$ cat config.mk
export PLATFORM = sky130hd
export DESIGN_NAME = muldiv_sched
export DESIGN_NICKNAME = d
export VERILOG_FILES = /design/src/rtl/muldiv_sched.sv
export SDC_FILE = /design/constraint.sdc
export NUM_CORES = 1
export LEC_CHECK = 0
export ABC_AREA = 1
export BUFFER_PORTS_ARGS = -buffer_cell sky130_fd_sc_hd__buf_2
export CORE_MARGIN = 3
export CORE_UTILIZATION = 24
export CTS_CLUSTER_SIZE = 10
export DETAILED_ROUTE_END_ITERATION = 8
export HOLD_SLACK_MARGIN = 0.06
export PLACE_DENSITY_LB_ADDON = 0.1
export REMOVE_ABC_BUFFERS = 1
export SLEW_MARGIN = 20
export SYNTH_ARGS = -nofsm -noshare
export SYNTH_HDL_FRONTEND = slang
export SYNTH_SLANG_ARGS = --single-unit
$ cat constraint.sdc
create_clock -name clk -period 4.5 [get_ports clk]
set_input_delay 0.9 -clock clk [delete_from_list [all_inputs] [get_ports clk]]
set_output_delay 0.9 -clock clk [all_outputs]
set_load 0.005 [all_outputs]
$ cat src/rtl/muldiv_sched.sv
// muldiv_sched: EX-stage sequencer for the shared multiplier/divider
// and the HI/LO write-back, including MADD/MSUB accumulate.
module muldiv_sched #(
  parameter int DIV_ZERO_FAST = 1,
  parameter int WDOG_CYCLES   = 63
) (
  input  logic        clk,
  input  logic        rst,
  input  logic        op_valid_i,
  input  logic [3:0]  op_i,
  input  logic [31:0] src_a_i,
  input  logic [31:0] src_b_i,
  input  logic        stall_i,
  input  logic        flush_i,
  input  logic        flush_exc_i,
  input  logic [63:0] hilo_i,
  output logic        mul_start_o,
  output logic        mul_signed_o,
  input  logic        mul_ready_i,
  input  logic [63:0] mul_result_i,
  output logic        div_start_o,
  output logic        div_signed_o,
  input  logic        div_ready_i,
  input  logic [63:0] div_result_i,
  output logic [31:0] op_a_o,
  output logic [31:0] op_b_o,
  output logic        unit_flush_o,
  output logic        stall_o,
  output logic        hilo_we_o,
  output logic [63:0] hilo_wdata_o,
  output logic [31:0] gpr_result_o,
  output logic        done_o,
  output logic        wdog_err_o
);

  localparam logic [3:0] OP_MULT  = 4'd0;
  localparam logic [3:0] OP_MULTU = 4'd1;
  localparam logic [3:0] OP_DIV   = 4'd2;
  localparam logic [3:0] OP_DIVU  = 4'd3;
  localparam logic [3:0] OP_MUL   = 4'd4;
  localparam logic [3:0] OP_MADD  = 4'd5;
  localparam logic [3:0] OP_MADDU = 4'd6;
  localparam logic [3:0] OP_MSUB  = 4'd7;
  localparam logic [3:0] OP_MSUBU = 4'd8;

  localparam bit         DZ_EN    = (DIV_ZERO_FAST != 0);
  localparam bit         WDOG_EN  = (WDOG_CYCLES != 0);
  localparam logic [7:0] WDOG_MAX = 8'(WDOG_CYCLES);

  typedef enum logic [1:0] {
    S_IDLE,
    S_BUSY,
    S_DONE
  } state_t;

  state_t      state;
  logic [3:0]  op_q;
  logic        sgn_q;
  logic        div_q;
  logic [31:0] a_q;
  logic [31:0] b_q;
  logic [63:0] res_q;
  logic [7:0]  cnt_q;

  logic        dec_legal;
  logic        dec_sgn;
  logic        dec_div;
  logic        idle;
  logic        busy;
  logic        done_st;
  logic        accept;
  logic        dz;
  logic        ready_sel;
  logic [63:0] result_sel;
  logic        wdog_hit;
  logic        abort_wd;
  logic        run;
  logic        commit;
  logic [63:0] acc;

  always_comb begin
    dec_legal = 1'b0;
    dec_sgn   = 1'b0;
    dec_div   = 1'b0;
    unique case (1'b1)
      (op_i == OP_MULT) || (op_i == OP_MUL) ||
      (op_i == OP_MADD) || (op_i == OP_MSUB): begin
        dec_legal = 1'b1;
        dec_sgn   = 1'b1;
      end
      (op_i == OP_DIV): begin
        dec_legal = 1'b1;
        dec_sgn   = 1'b1;
        dec_div   = 1'b1;
      end
      (op_i == OP_DIVU): begin
        dec_legal = 1'b1;
        dec_div   = 1'b1;
      end
      (op_i == OP_MULTU) || (op_i == OP_MADDU) ||
      (op_i == OP_MSUBU): begin
        dec_legal = 1'b1;
      end
      default: dec_legal = 1'b0;
    endcase
  end

  assign idle    = (state == S_IDLE);
  assign busy    = (state == S_BUSY);
  assign done_st = (state == S_DONE);

  assign accept = idle & op_valid_i & dec_legal & ~flush_i;
  assign dz     = DZ_EN & dec_div & (src_b_i == 32'd0);

  assign ready_sel  = div_q ? div_ready_i : mul_ready_i;
  assign result_sel = div_q ? div_result_i : mul_result_i;

  // A late result arriving on the last allowed cycle is still accepted.
  assign wdog_hit = WDOG_EN && (cnt_q == WDOG_MAX);
  assign abort_wd = busy & ~flush_i & ~ready_sel & wdog_hit;
  assign run      = busy & ~flush_i & ~abort_wd;

  assign mul_start_o  = run & ~div_q;
  assign div_start_o  = run & div_q;
  assign mul_signed_o = busy & ~div_q & sgn_q;
  assign div_signed_o = busy & div_q & sgn_q;
  assign op_a_o       = a_q;
  assign op_b_o       = b_q;
  assign unit_flush_o = busy & (flush_i | abort_wd);
  assign wdog_err_o   = abort_wd;

  assign stall_o = (idle & op_valid_i & dec_legal) | busy;

  always_comb begin
    acc = res_q;
    unique case (1'b1)
      (op_q == OP_MADD) || (op_q == OP_MADDU):
        acc = hilo_i + res_q;
      (op_q == OP_MSUB) || (op_q == OP_MSUBU):
        acc = hilo_i - res_q;
      default:
        acc = res_q;
    endcase
  end

  assign commit       = done_st & ~stall_i & ~flush_i;
  assign done_o       = commit;
  assign hilo_we_o    = commit & ~flush_exc_i;
  assign hilo_wdata_o = commit ? acc : 64'd0;
  assign gpr_result_o =
    (commit && (op_q == OP_MUL)) ? res_q[31:0] : 32'd0;

  always_ff @(posedge clk or negedge rst) begin
    if (!rst) begin
      state <= S_IDLE;
      op_q  <= 4'd0;
      sgn_q <= 1'b0;
      div_q <= 1'b0;
      a_q   <= 32'd0;
      b_q   <= 32'd0;
      res_q <= 64'd0;
      cnt_q <= 8'd0;
    end else begin
      unique case (state)
        S_IDLE: begin
          if (accept) begin
            op_q  <= op_i;
            sgn_q <= dec_sgn;
            div_q <= dec_div;
            a_q   <= src_a_i;
            b_q   <= src_b_i;
            cnt_q <= 8'd0;
            if (dz) begin
              res_q <= {src_a_i, 32'hFFFF_FFFF};
              state <= S_DONE;
            end else begin
              state <= S_BUSY;
            end
          end
        end
        S_BUSY: begin
          cnt_q <= cnt_q + 8'd1;
          if (flush_i) begin
            state <= S_IDLE;
          end else if (ready_sel) begin
            res_q <= result_sel;
            state <= S_DONE;
          end else if (wdog_hit) begin
            state <= S_IDLE;
          end
        end
        S_DONE: begin
          if (flush_i || !stall_i) begin
            state <= S_IDLE;
          end
        end
        default: state <= S_IDLE;
      endcase
    end
  end

endmodule

==> impl_metrics.env <==
export IMPL_period_minus_slack_ns=4.906
export IMPL_antenna_found_initial=3
export IMPL_synth_edf_count=0
export IMPL_clockBufferDepth=2
export IMPL_status="finished, violations left"
export IMPL_path_common_cell="nand2_1"
export IMPL_grt_pass1_wl_mm=121.7
export IMPL_grtUsageTotal_pct=22.97
export IMPL_synthDistinctLibCells=48
export IMPL_tns_ns=-13.92
export IMPL_initial_core_util_pct=24.43
export IMPL_cts_sinks=144
export IMPL_rows=93
export IMPL_dr_pass1_iters=5
export IMPL_finalClockSkew_ns=0.01184
export IMPL_switchingPower_w=0.01202
export IMPL_drc=0
export IMPL_fin_nets=3884
export IMPL_hold_path_class="flop to flop"
export IMPL_ys_ff_latch=144
export IMPL_n_fill_cell=7105
export IMPL_core_sq_um=64810
export IMPL_via_per_inst=4.507
export IMPL_synth_compound_area_share_pct=13.97
export IMPL_tightestPinTransition_ns=0.8971
export IMPL_synthTopCellsByCount="nand2_1 (963), inv_1 (528), nor2_1 (297), dfrtp_1 (144), nand3_1 (132)"
export IMPL_max_cap_violations=0
export IMPL_hpwl_mm=68.89
export IMPL_async_reset_ff_share_pct=100.0
export IMPL_crit_path_start_kind="flop"
export IMPL_hold_slack_ns=0.4666
export IMPL_crit_type="flop to output pin"
export IMPL_leakagePower_nw=14.20
export IMPL_fmax_ghz=0.2038
export IMPL_die_area_sq_um=69090
export IMPL_pwr_share_seq_pct=10.2
export IMPL_synthSimpleGateAreaFrac_pct=38.05
export IMPL_ioPinCount=437
export IMPL_yosys_area_top_type="nand2_1"
export IMPL_post_drt_wl_per_cell_um=18.63
export IMPL_die_y_um=262.9
export IMPL_drt_iter0_drc=1070
export IMPL_rsz0062_at_grt="true"
export IMPL_relSlewSlack_pct=40.19
export IMPL_via_count=19930
export IMPL_root_buffer="clkbuf_16"
export IMPL_drive_gt1_share_pct=43.59
export IMPL_ant_nets=0
export IMPL_synthToLayoutAreaGrowth_pct=62.08
export IMPL_cts_buffers=17
export IMPL_power_frac_comb_pct=83.2
export IMPL_end_kind="output pin"
export IMPL_p_sw_share_pct=52.99
export IMPL_hold_viol=0
export IMPL_yosysWarnings=0
export IMPL_hold_buffers=0
export IMPL_dieWidth_um=262.9
export IMPL_yosysTopAreaCellShare_pct=22.83
export IMPL_critPathBufInv=4
export IMPL_syn_inst=2765
export IMPL_violations="setup timing"
export IMPL_powerDensity_nw_per_um2=883.7
export IMPL_peakVddDrop_mv=0.3580
export IMPL_synth_most_common_cell="nand2_1"
export IMPL_crit_fanout=5
export IMPL_cpMaxStageDelayCell="dfrtp_1"
export IMPL_clkPwrFrac_pct=6.6
export IMPL_drv_slew=0
export IMPL_totalWireLength_mm=82.36
export IMPL_synth_fa_ha_area_share_pct=5.263
export IMPL_cp_arrival_ns=4.01
export IMPL_cpLargestDelayFamily="simple AND/OR/NAND/NOR gates"
export IMPL_cts_tree="built"
export IMPL_dp_slack_ns=-0.4989
export IMPL_place_congestion=0.9104
export IMPL_h_tree_depth=4
export IMPL_setup_viol=48
export IMPL_port_buffers=436
export IMPL_path_clk_slew_ns=0.07
export IMPL_yosysSeqAreaShare_pct=22.76
export IMPL_grt_overflow_total=0
export IMPL_synth_area_top_cells="nand2_1 (23%), dfrtp_1 (23%), inv_1 (13%)"
export IMPL_clock_latency_ns=0.44
export IMPL_cp_required_ns=3.60
export IMPL_synth_top_family_by_area="simple AND/OR/NAND/NOR gates"
export IMPL_grt_pass1_vias=20030
export IMPL_internal_power_w=0.01066
export IMPL_slowest_delay_ns=0.41
export IMPL_synth_xor_area_share_pct=4.646
export IMPL_min_period_over_period_pct=109.0
export IMPL_post_synth_cell_area_avg_sq_um=5.727
export IMPL_synthMuxAreaShare_pct=0
export IMPL_ys_flop_type="dfrtp_1"
export IMPL_grt_max_degree=93
export IMPL_worst_slack_ns=-0.4062
export IMPL_netlist_area_sq_um=15830
routing by layer:
metal  GRT usage, %  wire, um
met1          31.02     37500
met2          38.93     39110
met3          2.724      3620
met4          5.782      2119
met5              0         0
power groups by stage:
stage                     clock network [W]  registers, W  logic (W)
after floorplan                           0       0.00237    0.00747
after global placement                    0       0.00229     0.0143
after detailed placement                  0       0.00230     0.0143
after CTS                           0.00155       0.00231     0.0167
after global routing                0.00160       0.00241     0.0205
final                               0.00150       0.00232     0.0189
per-stage QoR:
| step | power (W) | util (%) | instances | area, sq um |
|---|---|---|---|---|
| after floorplan | 0.009842 | - | 2687 | 15430 |
| after global placement | 0.01657 | 33.06 | 4323 | 21420 |
| after detailed placement | 0.01655 | 33.06 | 4323 | 21420 |
| after CTS | 0.02054 | 37.07 | 4390 | 24030 |
| after global routing | 0.02449 | 39.60 | 4421 | 25660 |
| final | 0.02268 | 39.60 | 4421 | 25660 |
tightest hold or removal path: cells and delay by family (launching register included):
family	cells	cell delay (ns)
AND/OR/NAND/NOR	2	0.10
flip-flops	1	0.34
cell families (layout without fill, tap and decap cells):
group	count (synthesis)	after routing
DFF	144	144
buffers and inverters	616	1414
adders and majority gates	66	66
and+or+nand+nor	1491	1491
AOI/OAI and AO/OA	364	364
other	0	3
xor gates and xnor gates	84	84
worst paths after layout:
check                      cells past startpoint  slack, ns                      to                   from
max                                           25      -0.41        hilo_wdata_o[63]   res_q[1]$_DFFE_PN0P_
min                                            2       0.47   op_b_o[1]$_DFFE_PN0P_  op_b_o[1]$_DFFE_PN0P_
max reg2reg                                    8       1.70   res_q[24]$_DFFE_PN0P_   state[1]$_DFFE_PN0P_
min reg2reg                                    2       0.47   op_b_o[1]$_DFFE_PN0P_  op_b_o[1]$_DFFE_PN0P_
max in group asynchronous                      2       3.08    res_q[3]$_DFFE_PN0P_                    rst
min in group asynchronous                      1       0.55  op_a_o[17]$_DFFE_PN0P_                    rst
cell usage in the layout, fill, tap and decap left out, drive strengths merged, types with 28 or more instances in the layout:
cell type	instances
xnor2	28
nor3	36
o22ai	33
ha	65
nor2	311
inv	539
buf	844
nand2	969
xor2	56
nand3	134
a221oi	28
o21ai	190
dfrtp	144
a21oi	89
layout make-up:
class | count | area [sq um] | share of cell area (%)
Multi-Input combinational cell | 2005 | 12770 | 49.74
Timing Repair Buffer | 844 | 5564 | 21.68
Sequential cell | 144 | 3607 | 14.06
Inverter | 538 | 2028 | 7.903
Tap cell | 855 | 1070 | 4.169
Clock buffer | 18 | 439.2 | 1.711
Clock inverter | 14 | 181.4 | 0.7069
Antenna cell | 3 | 7.507 | 0.02925
sequential cells by signal, indices dropped and copies added (netlist names):
| name | flops |
|---|---|
| res_q | 64 |
| cnt_q | 8 |
| op_a_o | 32 |
| div_q | 1 |
| state | 2 |
| op_q | 4 |
| op_b_o | 32 |
| sgn_q | 1 |
what timing repair did:
item / CTS / global route
setup buffers: 41 / 29
pin swaps: 144 / 121
endpoints found under the setup margin: 54 / 57
resized for setup: 436 / 358
Note: power is estimated with default switching activity, not from simulation.
